==> src/rtl/window_streamer_pkg.sv <==
// Shared constants, pixel/window types and control states for the window streamer.
package harris_pkg;

  localparam int unsigned WIN     = 6;
  localparam int unsigned PIX_W   = 8;
  localparam int unsigned COUNT_W = 64;

  typedef logic [PIX_W-1:0] pix_t;
  typedef pix_t [0:WIN-1] col_t;
  typedef pix_t [0:WIN-1][0:WIN-1] win_t;

  typedef enum logic [1:0] {
    StFill,
    StRun,
    StLast
  } state_e;

endpackage

==> src/rtl/window_streamer_if.sv <==
// Pixel-in / window-out handshake bundle of the window streamer.
interface window_streamer_if;
  import harris_pkg::*;

  logic                 pix_valid;
  logic                 pix_ready;
  pix_t                 pix_data;
  win_t                 window;
  logic                 win_valid;
  logic                 win_ready;
  logic [COUNT_W-1:0]   count;
  logic                 frame_done;

  // Pixel source / window sink side.
  modport master (
    output pix_valid, pix_data, win_ready,
    input  pix_ready, window, win_valid, count, frame_done
  );

  // Streamer side.
  modport slave (
    input  pix_valid, pix_data, win_ready,
    output pix_ready, window, win_valid, count, frame_done
  );

endinterface

==> src/rtl/window_streamer_line_buffer.sv <==
// One-line delay: circular RAM whose single pointer reads the old entry and writes the new one.
module line_buffer
  import harris_pkg::*;
#(
  parameter int unsigned DEPTH = 64
) (
  input  logic clk,
  input  logic reset,
  input  logic en,
  input  pix_t din,
  output pix_t dout
);

  localparam int unsigned PtrW = (DEPTH > 1) ? $clog2(DEPTH) : 1;

  pix_t            mem [DEPTH];
  logic [PtrW-1:0] ptr_q;

  // Read-before-write: dout is the pixel stored one line ago at this column.
  assign dout = mem[ptr_q];

  // Pointer advances with each shift and wraps at the line length.
  always_ff @(posedge clk or negedge reset) begin
    if (!reset) begin
      ptr_q <= '0;
    end else if (en) begin
      ptr_q <= (ptr_q == PtrW'(DEPTH - 1)) ? '0 : ptr_q + 1'b1;
    end
  end

  // Storage is left uninitialised; frame gating keeps stale contents out of windows.
  always_ff @(posedge clk) begin
    if (en) begin
      mem[ptr_q] <= din;
    end
  end

endmodule

==> src/rtl/window_streamer.sv <==
// Raster pixel stream in, every fully populated 6x6 window out with its index in the frame.
module window_streamer
  import harris_pkg::*;
#(
  parameter int unsigned IMG_W = 64,
  parameter int unsigned IMG_H = 64
) (
  input  logic              clk,
  input  logic              reset,
  window_streamer_if.slave  bus
);

  localparam int unsigned ColW = $clog2(IMG_W);
  localparam int unsigned RowW = $clog2(IMG_H);

  logic [ColW-1:0]    col_q, col_d;
  logic [RowW-1:0]    row_q, row_d;
  state_e             state_q, state_d;
  win_t               sr_q, sr_d;
  win_t               window_q, window_d;
  logic               win_valid_q, win_valid_d;
  logic [COUNT_W-1:0] count_q, count_d;
  logic               frame_done_q, frame_done_d;

  logic pix_ready, pix_acc, win_acc, col_last, row_last, completes;
  pix_t lb_in  [WIN-1];
  pix_t lb_out [WIN-1];
  col_t new_col;

  assign pix_ready = (state_q != StLast) && (!win_valid_q || bus.win_ready);
  assign pix_acc   = bus.pix_valid && pix_ready;
  assign win_acc   = win_valid_q && bus.win_ready;
  assign col_last  = (col_q == ColW'(IMG_W - 1));
  assign row_last  = (row_q == RowW'(IMG_H - 1));
  assign completes = pix_acc && (row_q >= RowW'(WIN - 1)) && (col_q >= ColW'(WIN - 1));

  // Five chained line buffers: lb_out[k] is the pixel k+1 lines above the incoming one.
  for (genvar k = 0; k < WIN - 1; k++) begin : g_lb
    if (k == 0) begin : g_head
      assign lb_in[k] = bus.pix_data;
    end else begin : g_link
      assign lb_in[k] = lb_out[k-1];
    end
    line_buffer #(
      .DEPTH (IMG_W)
    ) u_lb (
      .clk   (clk),
      .reset (reset),
      .en    (pix_acc),
      .din   (lb_in[k]),
      .dout  (lb_out[k])
    );
  end

  // Newest column, oldest line at the top.
  always_comb begin
    new_col = '0;
    for (int i = 0; i < WIN - 1; i++) begin
      new_col[i] = lb_out[WIN-2-i];
    end
    new_col[WIN-1] = bus.pix_data;
  end

  // Shift register: drop the oldest column, append the newest.
  always_comb begin
    sr_d = sr_q;
    if (pix_acc) begin
      for (int i = 0; i < WIN; i++) begin
        for (int j = 0; j < WIN - 1; j++) begin
          sr_d[i][j] = sr_q[i][j+1];
        end
        sr_d[i][WIN-1] = new_col[i];
      end
    end
  end

  // Raster position of the next pixel to be accepted.
  always_comb begin
    col_d = col_q;
    row_d = row_q;
    if (pix_acc) begin
      col_d = col_last ? '0 : col_q + 1'b1;
      if (col_last) begin
        row_d = row_last ? '0 : row_q + 1'b1;
      end
    end
  end

  // Control FSM plus output register and window counter.
  always_comb begin
    state_d      = state_q;
    window_d     = window_q;
    win_valid_d  = win_valid_q;
    count_d      = count_q;
    frame_done_d = 1'b0;
    if (win_acc) begin
      win_valid_d = 1'b0;
      count_d     = count_q + 1'b1;
    end
    if (completes) begin
      window_d    = sr_d;
      win_valid_d = 1'b1;
    end
    unique case (state_q)
      StFill: if (pix_acc && row_q == RowW'(WIN - 2) && col_last) state_d = StRun;
      StRun:  if (pix_acc && row_last && col_last) state_d = StLast;
      StLast: begin
        if (win_acc) begin
          state_d      = StFill;
          frame_done_d = 1'b1;
          count_d      = '0;
        end
      end
      default: state_d = StFill;
    endcase
  end

  // State registers.
  always_ff @(posedge clk or negedge reset) begin
    if (!reset) begin
      state_q      <= StFill;
      col_q        <= '0;
      row_q        <= '0;
      sr_q         <= '0;
      window_q     <= '0;
      win_valid_q  <= 1'b0;
      count_q      <= '0;
      frame_done_q <= 1'b0;
    end else begin
      state_q      <= state_d;
      col_q        <= col_d;
      row_q        <= row_d;
      sr_q         <= sr_d;
      window_q     <= window_d;
      win_valid_q  <= win_valid_d;
      count_q      <= count_d;
      frame_done_q <= frame_done_d;
    end
  end

  assign bus.pix_ready  = pix_ready;
  assign bus.window     = window_q;
  assign bus.win_valid  = win_valid_q;
  assign bus.count      = count_q;
  assign bus.frame_done = frame_done_q;

endmodule
==> src/flat_wrapper.sv <==
// flat-port wrapper written by rule: the top's interface ports become plain ports
module window_streamer_flat import harris_pkg::*;
#(
  parameter int unsigned IMG_W = 64,
  parameter int unsigned IMG_H = 64
)
  (clk, reset, bus_pix_valid, bus_pix_data, bus_win_ready, bus_pix_ready, bus_window, bus_win_valid, bus_count, bus_frame_done);
  window_streamer_if bus_i ();
  input  logic clk;
  input  logic reset;
  input wire logic [$bits(bus_i.pix_valid)-1:0] bus_pix_valid;
  input wire logic [$bits(bus_i.pix_data)-1:0] bus_pix_data;
  input wire logic [$bits(bus_i.win_ready)-1:0] bus_win_ready;
  output wire logic [$bits(bus_i.pix_ready)-1:0] bus_pix_ready;
  output wire logic [$bits(bus_i.window)-1:0] bus_window;
  output wire logic [$bits(bus_i.win_valid)-1:0] bus_win_valid;
  output wire logic [$bits(bus_i.count)-1:0] bus_count;
  output wire logic [$bits(bus_i.frame_done)-1:0] bus_frame_done;
  assign bus_i.pix_valid = bus_pix_valid;
  assign bus_i.pix_data = bus_pix_data;
  assign bus_i.win_ready = bus_win_ready;
  assign bus_pix_ready = bus_i.pix_ready;
  assign bus_window = bus_i.window;
  assign bus_win_valid = bus_i.win_valid;
  assign bus_count = bus_i.count;
  assign bus_frame_done = bus_i.frame_done;
  window_streamer #(.IMG_W(IMG_W), .IMG_H(IMG_H)) u_core (.clk(clk), .reset(reset), .bus(bus_i));
endmodule
==> config.mk <==
export PLATFORM = sky130hd
export DESIGN_NAME = window_streamer_flat
export DESIGN_NICKNAME = d
export VERILOG_FILES = /design/src/rtl/window_streamer_pkg.sv /design/src/rtl/window_streamer_if.sv /design/src/rtl/window_streamer_line_buffer.sv /design/src/rtl/window_streamer.sv /design/src/flat_wrapper.sv
export SDC_FILE = /design/constraint.sdc
export NUM_CORES = 2
export LEC_CHECK = 0
export CORE_UTILIZATION = 28
export DETAILED_ROUTE_END_ITERATION = 12
export PLACE_DENSITY = 0.44
export SLEW_MARGIN = 20
export SYNTH_ARGS = -nofsm -noshare
export SYNTH_HDL_FRONTEND = slang
export SYNTH_SLANG_ARGS = --single-unit
==> constraint.sdc <==
create_clock -name clk -period 5.2 [get_ports clk]
set_input_delay 1.04 -clock clk [delete_from_list [all_inputs] [get_ports clk]]
set_output_delay 1.04 -clock clk [all_outputs]
set_load 0.005 [all_outputs]
==> flow_summary.ini <==
[yosys]
ys_ff_latch = 3246
asyncSetResetFlopFracSynth_pct = 21.13
ys_top_cells_by_area = sky130_fd_sc_hd__edfxtp_1 60%, sky130_fd_sc_hd__dfrtp_1 13%, sky130_fd_sc_hd__mux4_2 3.2%
ys_seq_area_share_pct = 73.53
synth_edf_count = 2560
synth_largest_type_area_fraction_pct = 60.11
synth_top_area_cell = sky130_fd_sc_hd__edfxtp_1
yosysUniqueCellTypes = 91
yosys_most_used_dff = sky130_fd_sc_hd__edfxtp_1
syn-instance-count = 8028
synth_nets = 8054
post_synth_instance_area_um2 = 127900
synth-warning-count = 0
avgSynthCellArea_um2 = 15.93

[global_routing]
grt_util_all_layers_pct = 17.34
grt_max_degree = 148
grt_pass1_vias = 76370
antenna_violations_before_repair = 11
global_route_wire_length_before_repair_mm = 586.4
gr-total-overflow = 0

[route]
average_via_count_per_standard_cell = 4.999
route.detailed.wl_per_inst_um = 27.20
drc = 0
finalWirelength_mm = 410.4
detail-route-antenna-nets = 0
drtPass1Iterations = 6
drtIter0Drc = 7147
num_vias = 75410

[power]
total_switching_power_mw = 30.20
total_power_mw = 87.38
clock_power_share_pct = 29.2
power_switching_share_pct = 34.57
power-per-cell-area_nw_per_um2 = 569.1
power.ir.vdd_worst_v = 0.0006222
leakage_dissipation_nw = 54.73
power_frac_comb_pct = 28.3
sequentialPowerShare_pct = 42.5
cell_internal_pwr_mw = 57.18

[sta]
finalSetupTns_ns = 0
worst_slew_margin_rel_pct = 25.17
finClkSkew_ns = 0.07382
finalHoldViolations = 0
layout_min_cycle_time_ns = 4.245
rsz0062_at_grt = false
fmax_ghz = 0.2356
actual_transition_at_the_worst_max_transition_pin_ns = 1.118
setup_violators_final = 0
number_of_max_slew_violations_in_the_final_report = 0
part_of_the_cycle_the_worst_path_needs_pct = 81.64

[floorplanning]
initial_core_util_pct = 28.19
die-area_um2 = 459400
placement_rows = 247
floorplan.core_area_um2 = 453700
fp.dieH_um = 677.8
die_width_um = 677.8
design.portCount = 367

[final_layout]
final_nets = 8832
fraction_of_layout_cells_with_a_size_suffix_above_1_pct = 17.99
area_delta_synth_final_pct = 20.07

[clock_network]
clk_pin_slew_ns = 0.06
h-tree-depth = 5
tritoncts_num_sinks = 3246
cts_tree = done
tritoncts.num_buffers = 350
deepest_clock_path_buffer_count = 4
worst_skew_pair.late_latency_ns = 0.96
clock_tree.root_cell = sky130_fd_sc_hd__clkbuf_16

[critical_path]
worstPathArrival_ns = 5.04
worst-r2r-setup-slack_ns = 0.95
worst-path-max-fanout = 66
timing.critical_path.required_ns = 6.00
timing_worst_setup_path_type = reg -> reg
startpoint_type = register
critical_path.endpoint_type = register

[place]
portBuffers = 366
place_congestion = 0.8299
place.detailed.hpwl_mm = 261.7

[job]
max-cap-violations = 0

[status]
status = complete, no violations

[hold_path]
hold_class = reg -> reg
## synthesized netlist by cell type (all sizes together), types with 24 or more instances
master,n
a21oi,113
xnor2,39
nor4,24
a221oi,131
mux4,179
and4,31
inv,40
dfrtp,686
nand4,53
o21ai,134
nand2,945
nor2b,49
mux2i,357
a211oi,30
mux2,499
nand3,113
and3,48
nor4b,24
clkbuf,245
a22o,40
a32oi,55
a31oi,108
nor2,473
xor2,26
a221o,64
edfxtp,2560
nand2b,39
buf,271
and2,46
o22a,66
o22ai,98
o211ai,24
a22oi,164
## power by group through the flow
stage	Combinational (mW)	Clock [mW]	Sequential (mW)
finish	24.8	25.5	37.1
global route	26.2	27.0	37.3
CTS	25.2	26.1	37.1
detailed placement	25.1	0	37.6
global placement	24.9	0	37.6
floorplan	12.6	0	37.0
## sequential cells by signal (all words and copies together), names as in the netlist, named ones only
name and cells:
u_core.sr_q 288, u_core.bus.window 288, u_core.row_q 6, u_core.bus.win_valid 1, u_core.state_q 2, u_core.g_lb.u_lb.ptr_q 30, u_core.col_q 6, u_core.bus.frame_done 1
u_core.bus.count 8, u_core.g_lb.u_lb.mem 2560
## what timing repair did
| action | 4_1_cts | 5_1_grt |
|---|---|---|
| setup endpoints to repair | 0 | 0 |
| setup buffers | 0 | 0 |
| endpoints found under the hold margin | 20 | 0 |
| gates resized for setup | 0 | 0 |
| hold buffers | 1 | 0 |
## worst max-delay path, stage by stage (launching register included)
cell and delay (ns):
sky130_fd_sc_hd__dfrtp_4 0.88, sky130_fd_sc_hd__buf_12 0.30, sky130_fd_sc_hd__buf_4 0.35, sky130_fd_sc_hd__mux2i_1 0.30
sky130_fd_sc_hd__o22a_1 0.18, sky130_fd_sc_hd__a31oi_1 0.10, sky130_fd_sc_hd__a211oi_1 0.66, sky130_fd_sc_hd__nand4b_1 0.52
sky130_fd_sc_hd__buf_12 0.36, sky130_fd_sc_hd__mux2_2 0.34
## cell families after synthesis
kind of cell | synth area share [%]
mux | 10.34
compound gates | 6.557
xor+xnor | 0.4452
simple gates | 6.990
flops | 73.53
buf+inv | 1.993
fa+ha+maj | 0.1370
## placed cells by master (no fill, tap or decap), types with 64 or more instances in the layout
cell type                         synthesis  final
sky130_fd_sc_hd__a22oi_1                164    164
sky130_fd_sc_hd__a221oi_1               131    131
sky130_fd_sc_hd__o22ai_1                 98     98
sky130_fd_sc_hd__buf_4                   35    531
sky130_fd_sc_hd__clkbuf_16                0    358
sky130_fd_sc_hd__mux2_2                 266    266
sky130_fd_sc_hd__edfxtp_1              2560   2560
sky130_fd_sc_hd__o21ai_0                130    130
sky130_fd_sc_hd__a31oi_1                108    108
sky130_fd_sc_hd__clkbuf_1               244     83
sky130_fd_sc_hd__o22a_1                  66     66
sky130_fd_sc_hd__nand3_1                112    106
sky130_fd_sc_hd__a21oi_1                113    113
sky130_fd_sc_hd__a221o_1                 64     64
sky130_fd_sc_hd__clkdlybuf4s50_1          0    357
sky130_fd_sc_hd__mux2_1                 232    232
sky130_fd_sc_hd__nand2_1                944    942
sky130_fd_sc_hd__nor2_1                 471    468
sky130_fd_sc_hd__dfrtp_1                686    671
sky130_fd_sc_hd__mux2i_1                357    357
sky130_fd_sc_hd__mux4_2                 179    179
## final timing paths
path,end,cells past startpoint,startpoint
setup reg to reg,u_core.bus.window[51]$_DFFE_PN0P_,9,u_core.g_lb[0].u_lb.ptr_q[1]$_DFFE_PN0N_
setup / recovery,u_core.bus.window[51]$_DFFE_PN0P_,9,u_core.g_lb[0].u_lb.ptr_q[1]$_DFFE_PN0N_
min in group asynchronous,asynchronous set/reset pin,2,reset
hold reg to reg,u_core.sr_q[158]$_DFF_PN0_,2,u_core.sr_q[150]$_DFF_PN0_
max in group asynchronous,u_core.sr_q[13]$_DFF_PN0_,3,reset
hold / removal,u_core.sr_q[158]$_DFF_PN0_,2,u_core.sr_q[150]$_DFF_PN0_
## layout make-up
cell class,count,area (um^2)
clock inverters,184,2101
fillers,43590,300100
inverters,42,157.7
repair buffers,942,8602
clock buffers,465,9600
multi-input cells,4224,31510
diodes,6,15.01
flip-flops and latches,3246,94100
well taps,5976,7477
## metrics by stage
stage	utilization [%]	std cells	hold slack, ns	setup WS [ns]	instance area, um^2
4_1_cts	33.84	15080	0.4457	0.9757	153500
6_report	33.85	15090	0.4560	0.9547	153600
5_1_grt	33.84	15080	0.4706	0.7686	153500
3_5_place_dp	31.26	14430	0.4554	0.5014	141800
2_1_floorplan	-	8028	0.4358	1.297	127900
3_3_place_gp	31.26	14430	0.4501	0.3587	141800
## per-layer routing
| layer | GRT usage, % | vias up | wire, um |
|---|---|---|---|
| li1 | - | 32640 | - |
| met2 | 28.30 | 2533 | 194000 |
| met5 | 0 | - | 0 |
| met4 | 4.275 | 0 | 10190 |
| met1 | 24.33 | 39710 | 182300 |
| met3 | 2.443 | 527 | 23870 |
Power figures use the tool's default switching activity.
